==> config.mk <==
export PLATFORM = sky130hd
export DESIGN_NAME = layer_out_serializer
export DESIGN_NICKNAME = d
export VERILOG_FILES = /design/src/rtl/layer_out_serializer.sv
export SDC_FILE = /design/constraint.sdc
export NUM_CORES = 1
export LEC_CHECK = 0
export CORE_MARGIN = 3
export CORE_UTILIZATION = 40
export DETAILED_ROUTE_END_ITERATION = 16
export GPL_ROUTABILITY_DRIVEN = 0
export PLACE_DENSITY_LB_ADDON = 0.3
export SLEW_MARGIN = 20
export SYNTH_ARGS = -nofsm -noshare
export SYNTH_HDL_FRONTEND = slang
export SYNTH_SLANG_ARGS = --single-unit
==> constraint.sdc <==
create_clock -name clk -period 13.6 [get_ports clk]
set_clock_uncertainty 0.2 [all_clocks]
set_input_delay 2.04 -clock clk [delete_from_list [all_inputs] [get_ports clk]]
set_output_delay 2.04 -clock clk [all_outputs]
set_load 0.02 [all_outputs]
==> src/rtl/layer_out_serializer.sv <==
// Captures one layer's parallel neuron outputs and replays them as a serial word stream, neuron 0 first.
// Optional one-deep pending vector buffer enabled by defining SER_PENDING_BUF_EN.
module layer_out_serializer #(
  parameter int numNeurons = 30,
  parameter int dataWidth  = 16
) (
  input  logic                            clk,
  input  logic                            rst,
  input  logic [numNeurons-1:0]           x_valid,
  input  logic [numNeurons*dataWidth-1:0] x_in,
  output logic [dataWidth-1:0]            data_out,
  output logic                            data_out_valid,
  output logic                            busy,
  output logic                            overrun,
  output logic                            valid_err
);

  localparam int IDX_W = $clog2(numNeurons);
  localparam int VEC_W = numNeurons * dataWidth;
  localparam logic [IDX_W-1:0] LAST_IDX = IDX_W'(numNeurons - 1);

  typedef enum logic {IDLE, SEND} state_t;

  state_t            state;
  logic [IDX_W-1:0]  idx;
  logic [VEC_W-1:0]  shift_buf;
  logic              cap;
  logic              last;
  logic              load_new;
  logic              load_pend;
  logic              drop;
  logic              pend_full;

  assign cap  = x_valid[0];
  assign last = (state == SEND) && (idx == LAST_IDX);

`ifdef SER_PENDING_BUF_EN
  logic [VEC_W-1:0] pend_buf;
  logic             store_pend;

  // An early vector parks in pending; only a second early vector is lost.
  assign store_pend = cap && (state == SEND) && !last && !pend_full;
  assign drop       = cap && (state == SEND) && !last && pend_full;

  always_ff @(posedge clk) begin
    if (store_pend) pend_buf <= x_in;
  end

  always_ff @(posedge clk or posedge rst) begin
    if (rst) begin
      pend_full <= 1'b0;
    end else if (store_pend) begin
      pend_full <= 1'b1;
    end else if (load_pend) begin
      pend_full <= 1'b0;
    end
  end
`else
  assign pend_full = 1'b0;
  assign drop      = cap && (state == SEND) && !last;
`endif

  // A capture on the last word takes priority so the stream continues with no gap.
  assign load_new  = cap && ((state == IDLE) || last);
  assign load_pend = last && !cap && pend_full;

  // NOTE: data buffers carry no reset; state and valid flags alone decide whether their contents are ever used.
  always_ff @(posedge clk) begin
    if (load_new) begin
      shift_buf <= x_in;
`ifdef SER_PENDING_BUF_EN
    end else if (load_pend) begin
      shift_buf <= pend_buf;
`endif
    end
  end

  // NOTE: all sequential state uses non-blocking assignments so every flop samples pre-edge values.
  always_ff @(posedge clk or posedge rst) begin
    if (rst) begin
      state          <= IDLE;
      idx            <= '0;
      data_out       <= '0;
      data_out_valid <= 1'b0;
      busy           <= 1'b0;
      overrun        <= 1'b0;
      valid_err      <= 1'b0;
    end else begin
      if ((x_valid != '0) && (x_valid != '1)) valid_err <= 1'b1;
      if (drop) overrun <= 1'b1;
      data_out_valid <= (state == SEND);
      busy           <= (state == SEND);
      unique case (state)
        IDLE: begin
          if (cap) begin
            idx   <= '0;
            state <= SEND;
          end
        end
        SEND: begin
          data_out <= shift_buf[idx*dataWidth +: dataWidth];
          if (!last) begin
            idx <= idx + 1'b1;
          end else begin
            idx <= '0;
            if (!cap && !load_pend) state <= IDLE;
          end
        end
      endcase
    end
  end

endmodule

==> impl_metrics.toml, run 1 <==
[run_status]
status = "finished, final reports clean"

[cells_and_area]
area_delta_synth_final_pct = 39.6
fin_area_mm2 = 0.0272
drive_above_1_share_pct = 10.3
fin_nets = 2038
layout_common_cells = "clkdlybuf4s50_1, edfxtp_1, mux2i_1, clkbuf_16, mux4_2"
fin_util_pct = 56.7
stdcell_count = 2192
final_common_cell = "clkdlybuf4s50_1"

[power_and_ir_drop]
power_mw = 4.60
power_density_mw_per_mm2 = 169
p_leak_nw = 9.15
peakVddDrop_v = 0.0000927

[worst_hold_path]
hold_path.class = "flip-flop to flip-flop"

[setup_path]
cp-end-kind = "flip-flop"
crit_chain = "clkdlybuf4s50_1, and2_4, buf_4, buf_16, buf_12"
worstSetupPathType = "primary input to flip-flop"
cp.arrival_ps = 5030
critPathSlowestCell = "and2_4"
cp-start-kind = "primary input"
cp_num_buf_inv = 4
crit_fanout = 155
crit_family = "buffers and inverters"
cp.required_ps = 13620
max_stage_delay_ps = 710

[synth]
yosys.area.top_type = "edfxtp_1"
synth_xor_xnor_area_share_pct = 0.0450
synth_cell_types = 42
yosysWarnings = 0
syn_area_mm2 = 0.0195
synth_area_per_cell_um2 = 19.9
synth_compound_area_share_pct = 4.25
synthSimpleGateAreaFrac_pct = 2.56
synth_seq_cells = 505
synth_fp_nets = 1492
ys.flop_type = "edfxtp_1"
synth_edf_count = 480
netlist.area_leader.share_pct = 74.0
syn_inst = 978
muxShareOfSynthArea_pct = 14.2
synth-seq-area-share_pct = 77.2
synth_area_leaders = "edfxtp_1, mux2i_1, mux4_2, dfrtp_1, mux4_1"
synth_top_family_by_area = "multiplexers"
async_flop_share_pct = 4.95
synth_adder_area_share_pct = 0.129

[timing]
setup_viol = 0
period_share_pct = 36.8
worst_slack_ps = 8590
rsz0062_at_grt = "no"
worstMarginPinSlew_ps = 1080
max_freq_mhz = 200
slew-limit-headroom_pct = 25.8
finalHoldViolCount = 0
slew_viol_final = 0
min_period_ps = 5010
final.setup.tns_ps = 0
hold_slack_ps = 280

[clocking]
cts_num_sinks = 505
cts_resized = 0
clkTransAtPathRegs_ps = 60
holdBufCountCts = 0
post_cts_buffers = 0
htree_levels = 2
cts_made_buffers = 53
max-clock-path-buffers = 3
cts-root-buf = "clkbuf_16"
insertion_delay_ps = 600
cts_tree = "built"

[placed_design]
io_buffers = 531
place_inst = 2083
dp_hpwl_um = 39700
dp_slack_ps = 7790
placed_cell_area_mm2 = 0.0254

[detailed_routing]
drt-total-wl_um = 54600
ant_nets = 0
wire_per_inst_um = 24.9
vias = 11400
drtIter0Drc = 891
dr.pass1.iters = 5
drc = 0
vias_per_cell = 5.20

[run]
cap_violations = 0

[floorplan]
ios = 532
initial_core_util_pct = 40.6
row_count = 80
die_area_mm2 = 0.0514
core_area_mm2 = 0.0479
die_width_um = 227
die_y_um = 227

[grt]
grt_max_degree = 186
grt_use_total_pct = 20.6
grt_antenna_before_repair = 10
grt_pass1_vias = 11900
grt-ovfl-total = 0
grt_first_pass_wirelength_um = 76200
[synthesized netlist by cell type, types with 5 or more instances]
| cell | count |
|---|---|
| a2111oi_0 | 15 |
| a211oi_1 | 7 |
| a21oi_1 | 17 |
| a221oi_1 | 8 |
| a22oi_1 | 32 |
| buf_1 | 5 |
| buf_2 | 18 |
| buf_4 | 5 |
| buf_6 | 7 |
| clkbuf_1 | 16 |
| dfrtp_1 | 25 |
| edfxtp_1 | 480 |
| mux2_2 | 16 |
| mux2i_1 | 128 |
| mux4_1 | 11 |
| mux4_2 | 45 |
| nand2_1 | 19 |
| nand4_1 | 10 |
| nor2_1 | 39 |
| nor2b_1 | 5 |
| nor4_1 | 15 |
| o21ai_0 | 5 |
| o221ai_1 | 8 |
| o22ai_1 | 18 |
[final cells by class]
cell class / count / area [µm²]
well taps: 615 / 769
fillers: 3663 / 20800
repair buffers: 543 / 5450
clock inverters: 36 / 357
multi-input cells: 418 / 4130
clock buffers: 64 / 1390
diodes: 8 / 20.0
flip-flops and latches: 505 / 15100
inverters: 3 / 11.3
[worst reg2reg max path, stage by stage (launching register included)]
cell	delay [ps]
dfrtp_4	690
inv_2	520
ha_1	270
nand4_1	120
nand2_1	200
and2_4	690
buf_4	460
buf_16	330
buf_12	570
[report_power, final]
| part | total [mW] | internal [mW] | switching [mW] |
|---|---|---|---|
| Clock | 1.44 | 0.844 | 0.595 |
| Combinational | 1.23 | 0.590 | 0.639 |
| Sequential | 1.93 | 1.82 | 0.112 |
[logic make-up after synthesis]
group                    count (synthesis)
XOR/XNOR                                 1
AND/OR/NAND/NOR                        101
multiplexers                           200
buffers and inverters                   55
flip-flops                             505
adder cells (fa/ha/maj)                  2
AO/OA/AOI/OAI                          114
[flip-flops by register name, summed over array words and instances (netlist names)]
| name | count |
|---|---|
| data_out | 16 |
| state | 1 |
| valid_err | 1 |
| shift_buf | 480 |
| busy | 1 |
| overrun | 1 |
| idx | 5 |
[path summary, 6_finish.rpt]
check / slack (ps) / to / cells after the start / startpoint
setup / recovery: 8590 / shift_buf[160]$_DFFE_PP_ / 5 / x_valid[0]
hold / removal: 280 / overrun$_DFFE_PP0P_ / 1 / overrun$_DFFE_PP0P_
setup reg to reg: 8910 / shift_buf[160]$_DFFE_PP_ / 8 / idx[1]$_DFFE_PP0P_
hold reg to reg: 280 / overrun$_DFFE_PP0P_ / 1 / overrun$_DFFE_PP0P_
max in group asynchronous: 11130 / idx[0]$_DFFE_PP0P_ / 3 / rst
min in group asynchronous: 1680 / data_out[4]$_DFFE_PP0P_ / 3 / rst
[per-layer routing]
layer | part of all wire [%] | track usage [%]
met1 | 38 | 25.0
met2 | 52 | 36.1
met3 | 7.8 | 5.59
met4 | 2.1 | 6.27
met5 | 0.10 | 0
No activity file was read; power rests on OpenSTA's default activity.
==> run 2, diff against run 1 <==
==> constraint.sdc (replaced) <==
create_clock -name clk -period 5.01 [get_ports clk]
set_clock_uncertainty 0.2 [all_clocks]
set_input_delay 0.7515 -clock clk [delete_from_list [all_inputs] [get_ports clk]]
set_output_delay 0.7515 -clock clk [all_outputs]
set_load 0.02 [all_outputs]
==> run 2 against run 1 <==
  * Via count rose by 1.1%
  * Sequential power rose to 2.7 times the previous value
  * Critical endpoint is now data_out[6]$_DFFE_PP0P_
  * Wire length up 2.7%
  * Cell area about the same
==> impl_metrics.toml, run 2 (synthesized netlist as in run 1, its figures left out) <==
[run_status]
status = "finished, final reports clean"

[clocking]
cts-root-buf = "clkbuf_16"
holdBufCountCts = 0
clkTransAtPathRegs_ps = 60
insertion_delay_ps = 580
cts_made_buffers = 52
max-clock-path-buffers = 3
cts_resized = 0
htree_levels = 2
post_cts_buffers = 0
cts_tree = "built"
cts_num_sinks = 505

[power_and_ir_drop]
internal_power_mw = 8.63
switching_share_pct = 29.5
p_leak_nw = 9.12
peakVddDrop_v = 0.000340
power_mw = 12.2
p_sw_mw = 3.61
sequentialPowerShare_pct = 43.3
power_frac_comb_pct = 27.3
power_density_mw_per_mm2 = 450
power.share.clock_pct = 29.5

[floorplan]
die_width_um = 227
ios = 532
row_count = 80
core_area_mm2 = 0.0479
initial_core_util_pct = 40.6
die_y_um = 227
die_area_mm2 = 0.0514

[detailed_routing]
wire_per_inst_um = 25.4
drtIter0Drc = 963
drc = 0
ant_nets = 0
dr.pass1.iters = 5
drt-total-wl_um = 56100
vias = 11500
vias_per_cell = 5.23

[cells_and_area]
largest_reg_flops = 480
layout_common_cells = "clkdlybuf4s50_1, edfxtp_1, mux2i_1, clkbuf_16, mux4_2"
largest_registers = "shift_buf (480), data_out (16), idx (5)"
final_common_cell = "clkdlybuf4s50_1"
drive_above_1_share_pct = 10.6
area_delta_synth_final_pct = 39.5
largest-register = "shift_buf"
fin_area_mm2 = 0.0272
fin_nets = 2043

[timing]
finalHoldViolCount = 0
hold_slack_ps = 276
max_freq_mhz = 305
slew-limit-headroom_pct = 30.7
period_share_pct = 65.5
worstMarginPinSlew_ps = 1010
min_period_ps = 3280
setup_viol = 0
slew_viol_final = 0
rsz0062_at_grt = "no"

[setup_path]
cp-start-kind = "flip-flop"
crit_fanout = 40
cp-end-kind = "flip-flop"
r2r-start = "idx[1]$_DFFE_PP0P_"
crit_chain = "buf_4, buf_4, mux2i_1, a22oi_1, a21oi_1, nor4_1"
worstSetupPathType = "flip-flop to flip-flop"
crit_path_start = "idx[1]$_DFFE_PP0P_"
cp.arrival_ps = 3560
crit_path_frequent_cell = "buf_4"
rrSetupSlack_ps = 1730
cp-endpoint = "data_out[6]$_DFFE_PP0P_"
critPathSlowestCell = "dfrtp_4"
r2r-end = "data_out[6]$_DFFE_PP0P_"
rr_worst_depth = 6
cp.required_ps = 5290
max_stage_delay_ps = 760

[worst_hold_path]
hold_path.class = "flip-flop to flip-flop"

[grt]
grt_first_pass_wirelength_um = 78000
grt-ovfl-total = 0
grt_antenna_before_repair = 17
grt_use_total_pct = 21.2
grt_max_degree = 103
grt_pass1_vias = 12300

[placed_design]
io_buffers = 531
placed_cell_area_mm2 = 0.0255
dp_hpwl_um = 40900

[run]
cap_violations = 0
run 2: changes by cell type in the layout (fill, tap and decap cells not counted), sizes merged:
cell      before  now
diode          8   17
clkinvlp       2    1
inv            4    5
clkbuf        64   67
clkinv        27   25
bufinv         6    1
buf           12   18
run 2: area by class of cell:
class / count / area [µm²]
Fill cell: 3688 / 20800
Sequential cell: 505 / 15100
Timing Repair Buffer: 549 / 5530
Multi-Input combinational cell: 418 / 4160
Clock buffer: 67 / 1410
Tap cell: 615 / 769
Clock inverter: 29 / 186
Antenna cell: 17 / 42.5
Inverter: 3 / 18.8
run 2: routing by layer:
metal  up-vias  track usage, %  wire [µm]  part of all wire, %
li1       5193               -          -                    -
met1      5738            26.5      21600                   38
met2       509            36.1      28700                   51
met3        84            5.04       4250                  7.6
met4         4            7.72       1470                  2.6
met5         -               0         27                0.048
run 2: worst min-delay path by stage:
stage,start,end,slack [ps],cells past startpoint
global route,valid_err$_DFFE_PP0P_,valid_err$_DFFE_PP0P_,300,1
finish,valid_err$_DFFE_PP0P_,valid_err$_DFFE_PP0P_,280,1
floorplan,state$_DFF_PP0_,busy$_DFF_PP0_,150,0
global placement,valid_err$_DFFE_PP0P_,valid_err$_DFFE_PP0P_,260,1
detailed placement,overrun$_DFFE_PP0P_,overrun$_DFFE_PP0P_,270,1
CTS,overrun$_DFFE_PP0P_,overrun$_DFFE_PP0P_,280,1
run 2: power groups by stage:
stage / sequential, mW / combinational, mW / clock (mW)
6_report: 5.30 / 3.33 / 3.60
5_1_grt: 5.34 / 3.58 / 3.87
3_5_place_dp: 5.40 / 3.37 / 0
4_1_cts: 5.32 / 3.39 / 3.70
2_1_floorplan: 5.21 / 2.20 / 0
3_3_place_gp: 5.39 / 3.33 / 0
run 2: worst max-delay path, delay by kind of cell, from the launching register on:
| family | cells | cell delay, ps |
|---|---|---|
| buf+inv | 2 | 1240 |
| flops | 1 | 760 |
| compound gates | 2 | 510 |
| simple gates | 1 | 230 |
| mux | 1 | 150 |
run 2: per-stage QoR:
stage / TNS [ps] / cells / worst slack, ps / utilization, %
after floorplan: -15240 / 978 / -31.8 / -
after global placement: 0 / 2090 / 1050 / 53.2
after detailed placement: 0 / 2090 / 1650 / 53.2
after CTS: 0 / 2186 / 1630 / 56.5
after global routing: 0 / 2200 / 1460 / 56.6
final: 0 / 2203 / 1730 / 56.6
